==> src/rtl/semaforo_pkg.sv <==
// Definitions shared by the pedestrian-crossing blocks: light codes, request
// FSM states and the default debounce length.
package semaforo_pkg;

    localparam logic [2:0] VERDE_C    = 3'b001;
    localparam logic [2:0] AMARELO_C  = 3'b010;
    localparam logic [2:0] VERMELHO_C = 3'b100;

    localparam logic [7:0] DEBOUNCE_PADRAO = 8'd3;

    typedef enum logic [1:0] {
        OCIOSO = 2'd0,
        PEDIDO = 2'd1,
        ESPERA = 2'd2
    } estado_t;

    // Saturating increment for the 8-bit served-request counter.
    function automatic logic [7:0] incr_sat(input logic [7:0] v);
        return (v == 8'hFF) ? v : v + 8'd1;
    endfunction

endpackage

==> src/rtl/sincronizador_debounce.sv <==
// Two-flop synchronizer followed by a counting debouncer; out is the
// accepted (debounced) level.
module sincronizador_debounce
    import semaforo_pkg::*;
#(
    parameter logic [7:0] DEBOUNCE = DEBOUNCE_PADRAO
) (
    input  logic clk,
    input  logic rst,
    input  logic in,
    output logic out
);

    // A DEBOUNCE of 0 is treated as 1, so the limit never underflows.
    localparam logic [7:0] LIMITE = (DEBOUNCE == 8'd0) ? 8'd0 : DEBOUNCE - 8'd1;

    logic       s1;
    logic       s2;
    logic       db;
    logic [7:0] cnt;

    always_ff @(posedge clk) begin
        if (rst) begin
            s1  <= 1'b0;
            s2  <= 1'b0;
            db  <= 1'b0;
            cnt <= 8'd0;
        end else begin
            s1 <= in;
            s2 <= s1;
            if (s2 != db) begin
                if (cnt == LIMITE) begin
                    db  <= s2;
                    cnt <= 8'd0;
                end else begin
                    cnt <= cnt + 8'd1;
                end
            end else begin
                cnt <= 8'd0;
            end
        end
    end

    assign out = db;

endmodule

==> src/rtl/botao_condicionador.sv <==
// Pedestrian button conditioner: debounced press detect, one request pulse per
// press, requests blocked until light A has reached red.
module botao_condicionador
    import semaforo_pkg::*;
#(
    parameter logic [7:0] DEBOUNCE = DEBOUNCE_PADRAO
) (
    input  logic       clk,
    input  logic       rst,
    input  logic       bt_raw,
    input  logic [2:0] A,
    output logic       bt,
    output logic       pendente,
    output logic [7:0] atendidos
);

    logic    db;
    logic    db_q;
    logic    press;
    logic    a_vermelho;
    estado_t estado;

    sincronizador_debounce #(
        .DEBOUNCE (DEBOUNCE)
    ) u_sd (
        .clk (clk),
        .rst (rst),
        .in  (bt_raw),
        .out (db)
    );

    always_ff @(posedge clk) begin
        if (rst) db_q <= 1'b0;
        else     db_q <= db;
    end

    assign press      = db & ~db_q;
    // Only the exact red code counts; any other pattern (even invalid) is "not red".
    assign a_vermelho = (A == VERMELHO_C);

    // bt and pendente are registered alongside the state so they mirror it exactly.
    always_ff @(posedge clk) begin
        if (rst) begin
            estado    <= OCIOSO;
            bt        <= 1'b0;
            pendente  <= 1'b0;
            atendidos <= 8'd0;
        end else begin
            case (estado)
                OCIOSO: begin
                    if (press && !a_vermelho) begin
                        estado   <= PEDIDO;
                        bt       <= 1'b1;
                        pendente <= 1'b1;
                    end
                end
                PEDIDO: begin
                    estado    <= ESPERA;
                    bt        <= 1'b0;
                    atendidos <= incr_sat(atendidos);
                end
                ESPERA: begin
                    if (a_vermelho) begin
                        estado   <= OCIOSO;
                        pendente <= 1'b0;
                    end
                end
                default: begin
                    estado   <= OCIOSO;
                    bt       <= 1'b0;
                    pendente <= 1'b0;
                end
            endcase
        end
    end

endmodule

==> config.mk <==
export PLATFORM = sky130hd
export DESIGN_NAME = botao_condicionador
export DESIGN_NICKNAME = d
export VERILOG_FILES = /design/src/rtl/semaforo_pkg.sv /design/src/rtl/sincronizador_debounce.sv /design/src/rtl/botao_condicionador.sv
export SDC_FILE = /design/constraint.sdc
export NUM_CORES = 1
export LEC_CHECK = 0
export ABC_AREA = 1
export CORE_UTILIZATION = 30
export CTS_CLUSTER_DIAMETER = 60
export DETAILED_ROUTE_END_ITERATION = 16
export HOLD_SLACK_MARGIN = 0.03
export RECOVER_POWER = 50
export SLEW_MARGIN = 30
export SYNTH_ARGS = -nofsm -noshare
export SYNTH_HDL_FRONTEND = slang
export SYNTH_SLANG_ARGS = --single-unit
==> constraint.sdc <==
create_clock -name clk -period 1.19 [get_ports clk]
set_input_delay 0.1785 -clock clk [delete_from_list [all_inputs] [get_ports clk]]
set_output_delay 0.1785 -clock clk [all_outputs]
set_load 0.05 [all_outputs]
# == Word level (Yosys, flattened, before mapping) ==
# Cells that the tools add are included.
# totals
output_inout_bits,10
latchBits,0
rom_bits,0
n_memories,0
reg_bits,24
input_bits,6
elab_cells,41
ram_bits,0
# classes
div,0
n_shift,0
multipliers,0
eq_ne,8
muxes,7
n_addsub,2
n_reduce_logical,9
bitwise_logic,6
magnitude_cmp,0
# op_table
cell,count
$add A8 B1 Y8 const B,2
$eq A8 B2 Y1 const B,1
$eq A8 B8 Y1 const B,1
$reduce_and A2 Y1,4
$pmux W2 S3,1
$not A1 Y1,5
$mux W2,2
$ne A2 B2 Y1 const B,2
$eq A3 B3 Y1 const B,1
$pmux W1 S3,1
$reduce_and A3 Y1,1
$reduce_or A3 Y1,1
$eq A2 B1 Y1 const B,1
$eq A2 B2 Y1 const B,1
$logic_not A2 Y1,1
$mux W1,2
$pmux W1 S2,1
$and A1 B1 Y1,1
$logic_and A1 B1 Y1,1
$logic_not A1 Y1,1
$ne A1 B1 Y1,1

# == Longest topological paths before layout ==
# Gate-level depths: netlist of the first run.
# logic_depth
word_depth,5
mapped_depth,8
depth_no_buf,8

# == Modules after synthesis ==
# From an unflattened synthesis of the first run, not the netlist that was laid out.
# unflattened
hier_cells,178
area_unflattened_um2,1232.4
# modules_own_cells
mod,seq_area_each_um2,area_per_inst_um2,cells_each,instances
botao_condicionador,260.2,674.4,97,1
sincronizador_debounce,220.2,558.0,81,1

# == Least setup slack after synthesis of the first run ==
# Ideal clock, no wire load.
# synth_path
path_type,register to register
start,register atendidos[1]
end,register atendidos[7]
synth_period_minus_slack_ns,1.616
t_arrival_ns,1.504
setup_time_ns,0.112
n_path_buf,0
stages_incl_launch_ff,9
setup_slack_ns,-0.426
t_required_ns,1.078
path_cell_list,dfxtp_1 > ha_1 > nand2_2 > nor2_4 > nand2_4 > nand2_4 > nand2_1 > nand2_1 > nor2_1
# synth_between
elab_chain_cells,3
word_cells_on_any_way,4
classes_between,add/sub (1); eq/ne (1); bitwise (1); reduce/logical (1)
# synth_rtl
item,line_no,text
from (decl),botao_condicionador.sv:14,output logic [7:0] atendidos
from (signal assigned),botao_condicionador.sv:60,atendidos <= incr_sat(atendidos);
branches (longest 3 deep; another with $add A8 B1 Y8),-,
# Parallel ways; which one is timed is not known.
# A chain may end at the register's enable or synchronous reset.

# == Worst setup path after layout of the first run ==
# layout_path
start,register atendidos[1]
end,register atendidos[0]
# layout_between
elab_chain_cells,3
# layout_rtl
item,line_no,text
$eq A8 B8 Y1,semaforo_pkg.sv:19,return (v == 8'hFF) ? v : v + 8'd1;
$not A1 Y1 (no source line),-,
$reduce_and A2 Y1 (no source line),-,
# Every way passes these cells.

==> results.yml, run 1 <==
synthesis:
  ys_seq_area_share_pct: 42.4
  synthDominantAreaCellType: "sky130_fd_sc_hd__dfxtp_1"
  synth_cells: 158
  yosys-top-cells-area: "sky130_fd_sc_hd__dfxtp_1 42%, sky130_fd_sc_hd__nand2_1 12%, sky130_fd_sc_hd__nor2_1 12%, sky130_fd_sc_hd__inv_1 5.3%, sky130_fd_sc_hd__nand3_1 4.9%"
  synthesis.nets: 167
  synthDistinctLibCells: 22
  post-synth-top-area-fraction_pct: 42.4
  synth.avg_cell_area_sq_um: 7.17
  synth_area_sq_um: 1130
  yosys_warnings: 0
  synth_seq_cells: 24
power:
  p_total_uw: 1480
  power.static_leakage_uw: 0.000683
  irDropWorstVdd_uv: 687
  power-per-cell-area_nw_per_um2: 916
final_layout:
  fin_cells: 228
  final_layout_size_suffix_gt1_share_pct: 28.0
  synthToLayoutAreaGrowth_pct: 42.8
  layout_cell_area_excl_fill_sq_um: 1620
  layout.cells.most_common_list: "34 x sky130_fd_sc_hd__nand2_1, 32 x sky130_fd_sc_hd__nor2_1, 14 x sky130_fd_sc_hd__inv_1, 14 x sky130_fd_sc_hd__dfxtp_1, 11 x sky130_fd_sc_hd__nand3_1"
  mostFrequentLayoutCell: "sky130_fd_sc_hd__nand2_1"
  nNetsFinal: 192
  antenna_cells_inserted: 0
detailed_routing:
  drt_iter0_drc: 41
  overall_via_count_from_detail_route: 1006
  drcViolationCount: 0
  wirelength_um: 2170
  drt_first_pass_iters: 4
  drt.antenna.violating_nets: 0
  avgRoutedWirePerCell_um: 9.50
  vias_per_cell: 4.41
setup_path:
  critical-path-max-stage-delay_ns: 0.37
  critical_path_arrival_ns: 1.33
  timing.rr.start: "atendidos[1]"
  worstPathCellList: "ha_4 > nand2_4 > nor2_4 > nand2_4 > nand2_4 > nand2_1 > a21oi_2"
  path_delay_family: "simple AND/OR/NAND/NOR gates"
  worst-r2r-setup-slack_ns: 0.06
  critPathSlowestCell: "sky130_fd_sc_hd__dfxtp_4"
  path_depth: 7
  reg2reg_to: "atendidos[0]"
  critPathCapture: "atendidos[0]"
  worst-setup-path-type: "reg -> reg"
  required_ns: 1.38
  worst_r2r_path_depth: 7
  worst_setup_path_end_kind: "flip-flop"
  cp.buffers_inverters: 0
  critical_path.startpoint: "atendidos[1]"
  timing.critical_path.mode_cell: "sky130_fd_sc_hd__nand2_4"
  setup.worst_path.start_class: "flip-flop"
  critical_path.max_fanout: 9
worst_hold_path:
  timing.hold.worst.class: "reg -> reg"
grt:
  first_global_vias: 935
  grt_use_total_pct: 12.0
  globalRouteOverflowTotal: 0
  maximum_number_of_pins_on_one_net_before_global_route_repair: 15
  grt_first_pass_wirelength_um: 3770
  antenna_violations_before_repair: 0
clock_tree:
  clock_sinks: 24
  htree_levels: 1
  worst_skew_pair.late_latency_ns: 0.27
  cts_inserted_buffers: 3
  tritoncts: "done"
  cts.root.buffer_cell: "sky130_fd_sc_hd__clkbuf_8"
  clkSlewWorstSetupHoldPaths_ns: 0.09
  cts_buffer_depth: 2
timing:
  max-slew-margin-rel_pct: 78.6
  final.period_utilization_pct: 95.4
  setup-tns-final_ns: 0
  slew_viol_final: 0
  finalWorstPathRequiredPeriod_ns: 1.13
  skew_ns: 0.00784
  max_slew.worst_pin.slew_ns: 0.318
  final_hold_fails: 0
  setup_viol_count_final: 0
  setup_repair_after_global_routing_missed_its_margin: "true"
  fmax_mhz: 881
  timing.hold.ws_ns: 0.413
floorplan:
  initial_utilization_pct: 32.6
  floorplan.rows: 21
  core_area_sq_um: 3470
  chipWidth_um: 63.4
  design.die.area_sq_um: 4020
  chipHeight_um: 63.4
  design.portCount: 16
place:
  place.detailed.instances: 223
  numPortBuffers: 15
  place_congestion: 0.821
  placedInstanceArea_sq_um: 1510
  dp_hpwl_um: 1750
status:
  run_status: "completed"
job:
  max_cap_viol_count: 0
-- routing by layer --
| layer | GRT usage (%) | vias to the layer above | share of wire [%] |
|---|---|---|---|
| li1 | - | 544 | - |
| met1 | 14.3 | 441 | 46 |
| met2 | 20.5 | 17 | 49 |
| met3 | 2.54 | 4 | 3.9 |
| met4 | 5.11 | 0 | 1.3 |
| met5 | 0 | - | 0 |
-- cell usage after synthesis --
cell	number
sky130_fd_sc_hd__nor2_1	35
sky130_fd_sc_hd__nand2_4	2
sky130_fd_sc_hd__nand4_1	3
sky130_fd_sc_hd__a21oi_2	1
sky130_fd_sc_hd__o21ai_0	3
sky130_fd_sc_hd__nand3b_1	1
sky130_fd_sc_hd__inv_2	1
sky130_fd_sc_hd__a21o_1	1
sky130_fd_sc_hd__o21ai_2	1
sky130_fd_sc_hd__nand2_2	3
sky130_fd_sc_hd__dfxtp_1	24
sky130_fd_sc_hd__inv_1	16
sky130_fd_sc_hd__a21oi_1	8
sky130_fd_sc_hd__ha_1	3
sky130_fd_sc_hd__nor2_8	1
sky130_fd_sc_hd__xor2_1	1
sky130_fd_sc_hd__xnor2_1	3
sky130_fd_sc_hd__buf_2	1
sky130_fd_sc_hd__nand3_1	11
sky130_fd_sc_hd__nand2_1	36
sky130_fd_sc_hd__nor3_1	2
sky130_fd_sc_hd__nor2_4	1
-- where the power goes --
part	switching (uW)	internal, uW	total (uW)
logic	29.2	31.5	60.8
clock network	254	365	619
registers	4.75	797	801
-- state kept, by name (all words and copies together) (netlist names) --
register / count
u_sd.s2: 1
u_sd.s1: 1
db_q: 1
bt: 1
atendidos: 8
u_sd.cnt: 8
u_sd.out: 1
pendente: 1
estado: 2
-- worst min path at each step --
stage,from,to,slack [ns],cells after the start
after floorplan,bt_raw,u_sd.s1,0.29,2
after global placement,u_sd.s1,u_sd.s2,0.40,2
after detailed placement,u_sd.s1,u_sd.s2,0.40,2
after CTS,u_sd.s1,u_sd.s2,0.41,2
after global routing,bt_raw,u_sd.s1,0.42,3
final,u_sd.s1,u_sd.s2,0.41,2
-- cell type report --
class,count,area [sq um]
clock buffer,4,66.3
fill,348,1850
inverter,17,63.8
multi-input combinational,116,628
sequential,24,505
tap,46,57.6
timing repair buffer,21,295
-- cells by family after synthesis --
| group | count (synthesis) | synth area share (%) |
|---|---|---|
| AOI/OAI and AO/OA | 14 | 7.07 |
| xor gates and xnor gates | 4 | 3.09 |
| adders and majority gates | 3 | 3.32 |
| buffers and inverters | 18 | 6.08 |
| DFF | 24 | 42.4 |
| and+or+nand+nor | 95 | 38.0 |
-- timing repair --
action / 4_1_cts / 5_1_grt
setup buffers: 0 / 1
gates cloned: 0 / 0
hold buffers: 0 / 0
endpoints found under the setup margin: 8 / 14
resized for setup: 0 / 14
pin swaps: 1 / 2
-- worst min-delay path: cells and delay by family (launching register included) --
family | cells | cell delay [ns]
buf+inv | 1 | 0.04
flops | 1 | 0.31
simple gates | 1 | 0.03
-- stage by stage --
step	setup WS, ns	util, %
after floorplan	-0.0219	-
after global placement	-0.00128	43.6
after detailed placement	-0.0606	43.6
after CTS	-0.0218	45.5
after global routing	-0.0223	46.6
final	0.0551	46.6
No activity file was read; power rests on OpenSTA's default activity.
==> run 2, diff against run 1 <==
==> constraint.sdc (replaced) <==
create_clock -name clk -period 1 [get_ports clk]
set_input_delay 0.15 -clock clk [delete_from_list [all_inputs] [get_ports clk]]
set_output_delay 0.15 -clock clk [all_outputs]
set_load 0.05 [all_outputs]
==> run 2 against run 1 <==
  * The flow now finishes with violations (negative setup slack)
  * Hold slack worse by 0.0028 ns
  * Highest routed layer unchanged
  * Maximum frequency down 2.4%
  * Sequential share of layout area down 5.3 points
  * Sequential power up 17%
==> results.yml, run 2 (synthesis results as in run 1) <==
status:
  run_status: "finished, violations left"
  violations: "negative setup slack"
setup_path:
  cp.buffers_inverters: 1
  worstPathCellList: "ha_4 > nand2_4 > nor2_4 > buf_4 > nand2_4 > a21oi_2 > nor2_1"
  worst_r2r_path_depth: 7
  reg2reg_to: "atendidos[2]"
  timing.critical_path.mode_cell: "sky130_fd_sc_hd__nand2_4"
  required_ns: 1.17
  timing.rr.start: "atendidos[0]"
  critPathSlowestCell: "sky130_fd_sc_hd__dfxtp_4"
  critical-path-max-stage-delay_ns: 0.37
  critical_path_arrival_ns: 1.33
  worst-r2r-setup-slack_ns: -0.16
  path_delay_family: "flip-flops"
  critPathCapture: "atendidos[2]"
  worst_setup_path_end_kind: "flip-flop"
  setup.worst_path.start_class: "flip-flop"
  worst-setup-path-type: "reg -> reg"
  critical_path.max_fanout: 4
  critical_path.startpoint: "atendidos[0]"
  path_depth: 7
timing:
  max-slew-margin-rel_pct: 80.1
  skew_ns: 0.00565
  fmax_mhz: 860
  final_hold_fails: 0
  fin_ws_ns: -0.162
  finalWorstPathRequiredPeriod_ns: 1.16
  setup_viol_count_final: 24
  final.period_utilization_pct: 116
  slew_viol_final: 0
  setup_repair_after_global_routing_missed_its_margin: "true"
  max_slew.worst_pin.slew_ns: 0.298
clock_tree:
  cts_inserted_buffers: 3
  clock_sinks: 24
  htree_levels: 1
  cts_buffer_depth: 2
  worst_skew_pair.late_latency_ns: 0.26
  tritoncts: "done"
  cts.root.buffer_cell: "sky130_fd_sc_hd__clkbuf_8"
  clkSlewWorstSetupHoldPaths_ns: 0.09
floorplan:
  initial_utilization_pct: 32.6
  chipHeight_um: 63.4
  core_area_sq_um: 3470
  chipWidth_um: 63.4
  design.die.area_sq_um: 4020
  design.portCount: 16
  floorplan.rows: 21
detailed_routing:
  drt_iter0_drc: 24
  wirelength_um: 2960
  drt.antenna.violating_nets: 0
  drcViolationCount: 0
  overall_via_count_from_detail_route: 1145
  avgRoutedWirePerCell_um: 11.6
  vias_per_cell: 4.49
  drt_first_pass_iters: 4
final_layout:
  layout_top_registers: "atendidos (8), u_sd.cnt (8), estado (2)"
  final_layout_size_suffix_gt1_share_pct: 47.4
  mostFrequentLayoutCell: "sky130_fd_sc_hd__nand2_1"
  fin_cells: 255
  layout.cells.most_common_list: "33 x sky130_fd_sc_hd__nand2_1, 24 x sky130_fd_sc_hd__nor2_1, 22 x sky130_fd_sc_hd__buf_4"
  nNetsFinal: 219
  synthToLayoutAreaGrowth_pct: 78.8
  antenna_cells_inserted: 0
grt:
  grt_use_total_pct: 15.1
  maximum_number_of_pins_on_one_net_before_global_route_repair: 15
  globalRouteOverflowTotal: 0
  first_global_vias: 1165
  antenna_violations_before_repair: 0
  grt_first_pass_wirelength_um: 4830
power:
  p_total_uw: 1760
  power-per-cell-area_nw_per_um2: 870
  power.static_leakage_uw: 0.000867
  irDropWorstVdd_uv: 763
job:
  max_cap_viol_count: 0
place:
  numPortBuffers: 15
  place_congestion: 0.843
  dp_hpwl_um: 1970
  place.detailed.instances: 243
worst_hold_path:
  hold_start: "bt_raw"
  timing.hold.worst.class: "in -> reg"
[run 2: changes by cell type in the layout (fill, tap and decap cells not counted), sizes merged]
cell	before	now
nand2	41	42
clkdlybuf4s50	4	5
dlygate4sd3	1	0
clkbuf	4	5
buf	16	41
[run 2: cell type report]
class / instances / area, sq um
repair buffers: 47 / 520
well taps: 46 / 57.6
clock buffers: 4 / 66.3
multi-input cells: 117 / 786
inverters: 17 / 68.8
fillers: 300 / 1440
flip-flops and latches: 24 / 526
[run 2: power by group]
group	internal (uW)	total, uW	switching, uW	leakage, uW
Combinational	42.1	82.4	40.2	0.000629
Sequential	933	940	7.68	0.000204
Clock	434	738	303	0.0000339
Total	1410	1760	351	0.000867
[run 2: worst min-delay path by stage]
stage,slack [ns],endpoint,cells after the start
6_report,0.41,u_sd.s1,3
5_1_grt,0.42,u_sd.s1,3
4_1_cts,0.41,u_sd.s1,3
3_5_place_dp,0.41,u_sd.s2,2
3_3_place_gp,0.40,u_sd.s2,2
2_1_floorplan,0.26,u_sd.s1,2
[run 2: tightest hold or removal path: cells and delay by family]
| family | cells | cell delay (ns) |
|---|---|---|
| and+or+nand+nor | 1 | 0.03 |
| buffers and inverters | 2 | 0.45 |
[run 2: per-stage QoR]
stage                     TNS, ns  utilization, %  cell area, sq um  worst slack [ns]  hold WS (ns)
final                       -2.16            58.4              2020            -0.162         0.410
after detailed placement    -3.10            48.2              1670            -0.221         0.407
after CTS                   -1.91            54.9              1910            -0.148         0.411
after global routing        -3.40            58.4              2020            -0.225         0.422
after global placement      -2.31            48.2              1670            -0.168         0.401
after floorplan             -1.61               -              1180            -0.212         0.257
[run 2: per-layer routing]
layer  routed length (um)  vias to the layer above  track usage [%]
li1                     -                      599                -
met1                 1130                      519             15.5
met2                 1680                       21             29.3
met3                  100                        6             3.26
met4                   53                        0             5.68
met5                    0                        -                0
[run 2: what timing repair did]
action,in CTS,in global routing
hold buffers,0,0
setup buffers,5,2
pin swaps,10,9
gates cloned,0,1
endpoints found under the setup margin,26,28
gates resized for setup,35,27
==> run 3, diff against run 2 <==
--- a/config.mk
+++ b/config.mk
@@ -6,10 +6,13 @@
 export NUM_CORES = 1
 export LEC_CHECK = 0
 export ABC_AREA = 1
+export CELL_PAD_IN_SITES_DETAIL_PLACEMENT = 0
+export CELL_PAD_IN_SITES_GLOBAL_PLACEMENT = 1
 export CORE_UTILIZATION = 30
 export CTS_CLUSTER_DIAMETER = 60
 export DETAILED_ROUTE_END_ITERATION = 16
 export HOLD_SLACK_MARGIN = 0.03
+export PLACE_DENSITY_LB_ADDON = 0.1
 export RECOVER_POWER = 50
 export SLEW_MARGIN = 30
 export SYNTH_ARGS = -nofsm -noshare
==> run 3 against run 2 <==
  * Setup slack gained 0.014 ns
  * Via count shrank 0.70%
  * Critical endpoint is now atendidos[0]
  * Die area unchanged
  * Highest routed layer unchanged
  * Combinational power increased by 3.6%
  * Final cell count grew 1.2%
  * The flow still finishes with violations (negative setup slack)
  * Total power grew 1.2%
==> results.yml, run 3 (synthesis results as in run 1) <==
worst_hold_path:
  timing.hold.worst.class: "in -> reg"
  hold_start: "A[1]"
  worst_min_delay_path_endpoint: "estado[1]"
  hold_path_depth: 5
detailed_routing:
  vias_per_cell: 4.41
  drcViolationCount: 0
  overall_via_count_from_detail_route: 1137
  drt_iter0_drc: 23
  drt_first_pass_iters: 4
  wirelength_um: 2720
  avgRoutedWirePerCell_um: 10.5
  drt.antenna.violating_nets: 0
final_layout:
  layout.cells.most_common_list: "30 x sky130_fd_sc_hd__nand2_1, 23 x sky130_fd_sc_hd__nor2_1, 23 x sky130_fd_sc_hd__buf_4"
  fillers: 311
  nNetsFinal: 222
  final_layout_size_suffix_gt1_share_pct: 53.8
  layout_top_registers: "atendidos (8), u_sd.cnt (8), estado (2)"
  synthToLayoutAreaGrowth_pct: 85.3
  antenna_cells_inserted: 0
  finalCoreUtilization_pct: 60.5
  layout_cell_area_excl_fill_sq_um: 2100
  mostFrequentLayoutCell: "sky130_fd_sc_hd__nand2_1"
power:
  power.net_switching_uw: 364
  power-per-cell-area_nw_per_um2: 849
  irDropWorstVdd_uv: 624
  power.static_leakage_uw: 0.000902
  power.sequential.fraction_pct: 53.1
  cellInternalPower_uw: 1420
  power_frac_clock_pct: 42.1
  fraction_of_power_consumed_by_combinational_cells_pct: 4.8
  switching_share_pct: 20.5
clock_tree:
  cts_hold_buf: 0
  clkSlewWorstSetupHoldPaths_ns: 0.09
  cts_inserted_buffers: 3
  tritoncts: "done"
  cts.root.buffer_cell: "sky130_fd_sc_hd__clkbuf_8"
  clock_sinks: 24
  worst_skew_pair.late_latency_ns: 0.26
  cts_buffer_depth: 2
  htree_levels: 1
timing:
  skew_ns: 0.00307
  fin_ws_ns: -0.149
  slew_viol_final: 0
  max-slew-margin-rel_pct: 76.1
  timing.hold.ws_ns: 0.295
  finalWorstPathRequiredPeriod_ns: 1.15
  final.period_utilization_pct: 115
  final_hold_fails: 0
  max_slew.worst_pin.slew_ns: 0.359
  setup-tns-final_ns: -2.03
  setup_repair_after_global_routing_missed_its_margin: "true"
  setup_viol_count_final: 24
  fmax_mhz: 870
place:
  place_congestion: 0.745
  dp_hpwl_um: 1850
  placedInstanceArea_sq_um: 1680
  post-place-ws_ns: -0.232
  numPortBuffers: 15
grt:
  antenna_violations_before_repair: 0
  grt_use_total_pct: 14.3
  globalRouteOverflowTotal: 0
  grt_first_pass_wirelength_um: 4620
  maximum_number_of_pins_on_one_net_before_global_route_repair: 15
  first_global_vias: 1135
job:
  max_cap_viol_count: 0
setup_path:
  worst-setup-path-type: "reg -> out"
  critical_path.max_fanout: 4
  worst-r2r-setup-slack_ns: -0.14
  timing.rr.start: "atendidos[1]"
  critical_path_arrival_ns: 1.00
  worst_setup_path_end_kind: "primary output"
  required_ns: 0.85
  worst_r2r_path_depth: 8
  setup.worst_path.start_class: "flip-flop"
  reg2reg_to: "atendidos[7]"
floorplan:
  chipWidth_um: 63.4
  core_area_sq_um: 3470
  floorplan.rows: 21
  initial_utilization_pct: 32.6
  design.die.area_sq_um: 4020
  chipHeight_um: 63.4
  design.portCount: 16
status:
  run_status: "finished, violations left"
  violations: "negative setup slack"
[run 3: cell types whose count changed in the layout (fill, tap and decap cells not counted), sizes merged]
cell / change
clkdlybuf4s50: -2
buf: +3
dlymetal6s2s: +2
[run 3: worst max-delay path by stage]
stage	slack, ns	to	cells after the start	startpoint
floorplan	-0.21	atendidos[7]	8	atendidos[0]
global placement	-0.18	u_sd.cnt[3]	6	rst
detailed placement	-0.23	u_sd.cnt[3]	6	rst
CTS	-0.16	atendidos[0]	3	atendidos[0]
global route	-0.20	atendidos[5]	8	atendidos[0]
finish	-0.15	atendidos[0]	3	atendidos[0]
[run 3: final cells by class]
| class | instances | area (sq um) | share of cell area (%) |
|---|---|---|---|
| Multi-Input combinational cell | 117 | 830 | 39.5 |
| Clock buffer | 4 | 66.3 | 3.16 |
| Sequential cell | 24 | 520 | 24.8 |
| Inverter | 17 | 68.8 | 3.28 |
| Tap cell | 46 | 57.6 | 2.74 |
| Timing Repair Buffer | 50 | 556 | 26.5 |
[run 3: what timing repair did]
action	CTS	global route
endpoints found under the setup margin	25	26
gates resized for setup	36	41
setup buffers	4	5
pin swaps	17	12
cloned	1	0
[run 3: routing by layer]
metal / vias up / global-route usage, % / part of all wire, %
li1: 605 / - / -
met2: 11 / 25.5 / 51
met5: - / 0 / 0
met3: 2 / 2.72 / 2.3
met1: 519 / 17.2 / 46
met4: 0 / 4.26 / 0.85
[run 3: metrics by stage]
| step | cells | total power (uW) |
|---|---|---|
| after floorplan | 158 | 1000 |
| after global placement | 244 | 1050 |
| after detailed placement | 244 | 1050 |
| after CTS | 253 | 1810 |
| after global routing | 258 | 1860 |
| final | 258 | 1780 |
[run 3: critical path: stages, from the launching register on]
cell and delay (ns):
sky130_fd_sc_hd__dfxtp_4 0.36, sky130_fd_sc_hd__buf_6 0.12, sky130_fd_sc_hd__buf_6 0.11, sky130_fd_sc_hd__buf_12 0.14
[run 3: power by group through the flow]
stage / logic [uW] / clock network [uW] / registers [uW]
floorplan: 28.1 / 0 / 975
CTS: 79.2 / 784 / 944
global route: 94.1 / 817 / 946
finish: 85.4 / 750 / 945
global placement: 72.7 / 0 / 972
detailed placement: 73.3 / 0 / 973
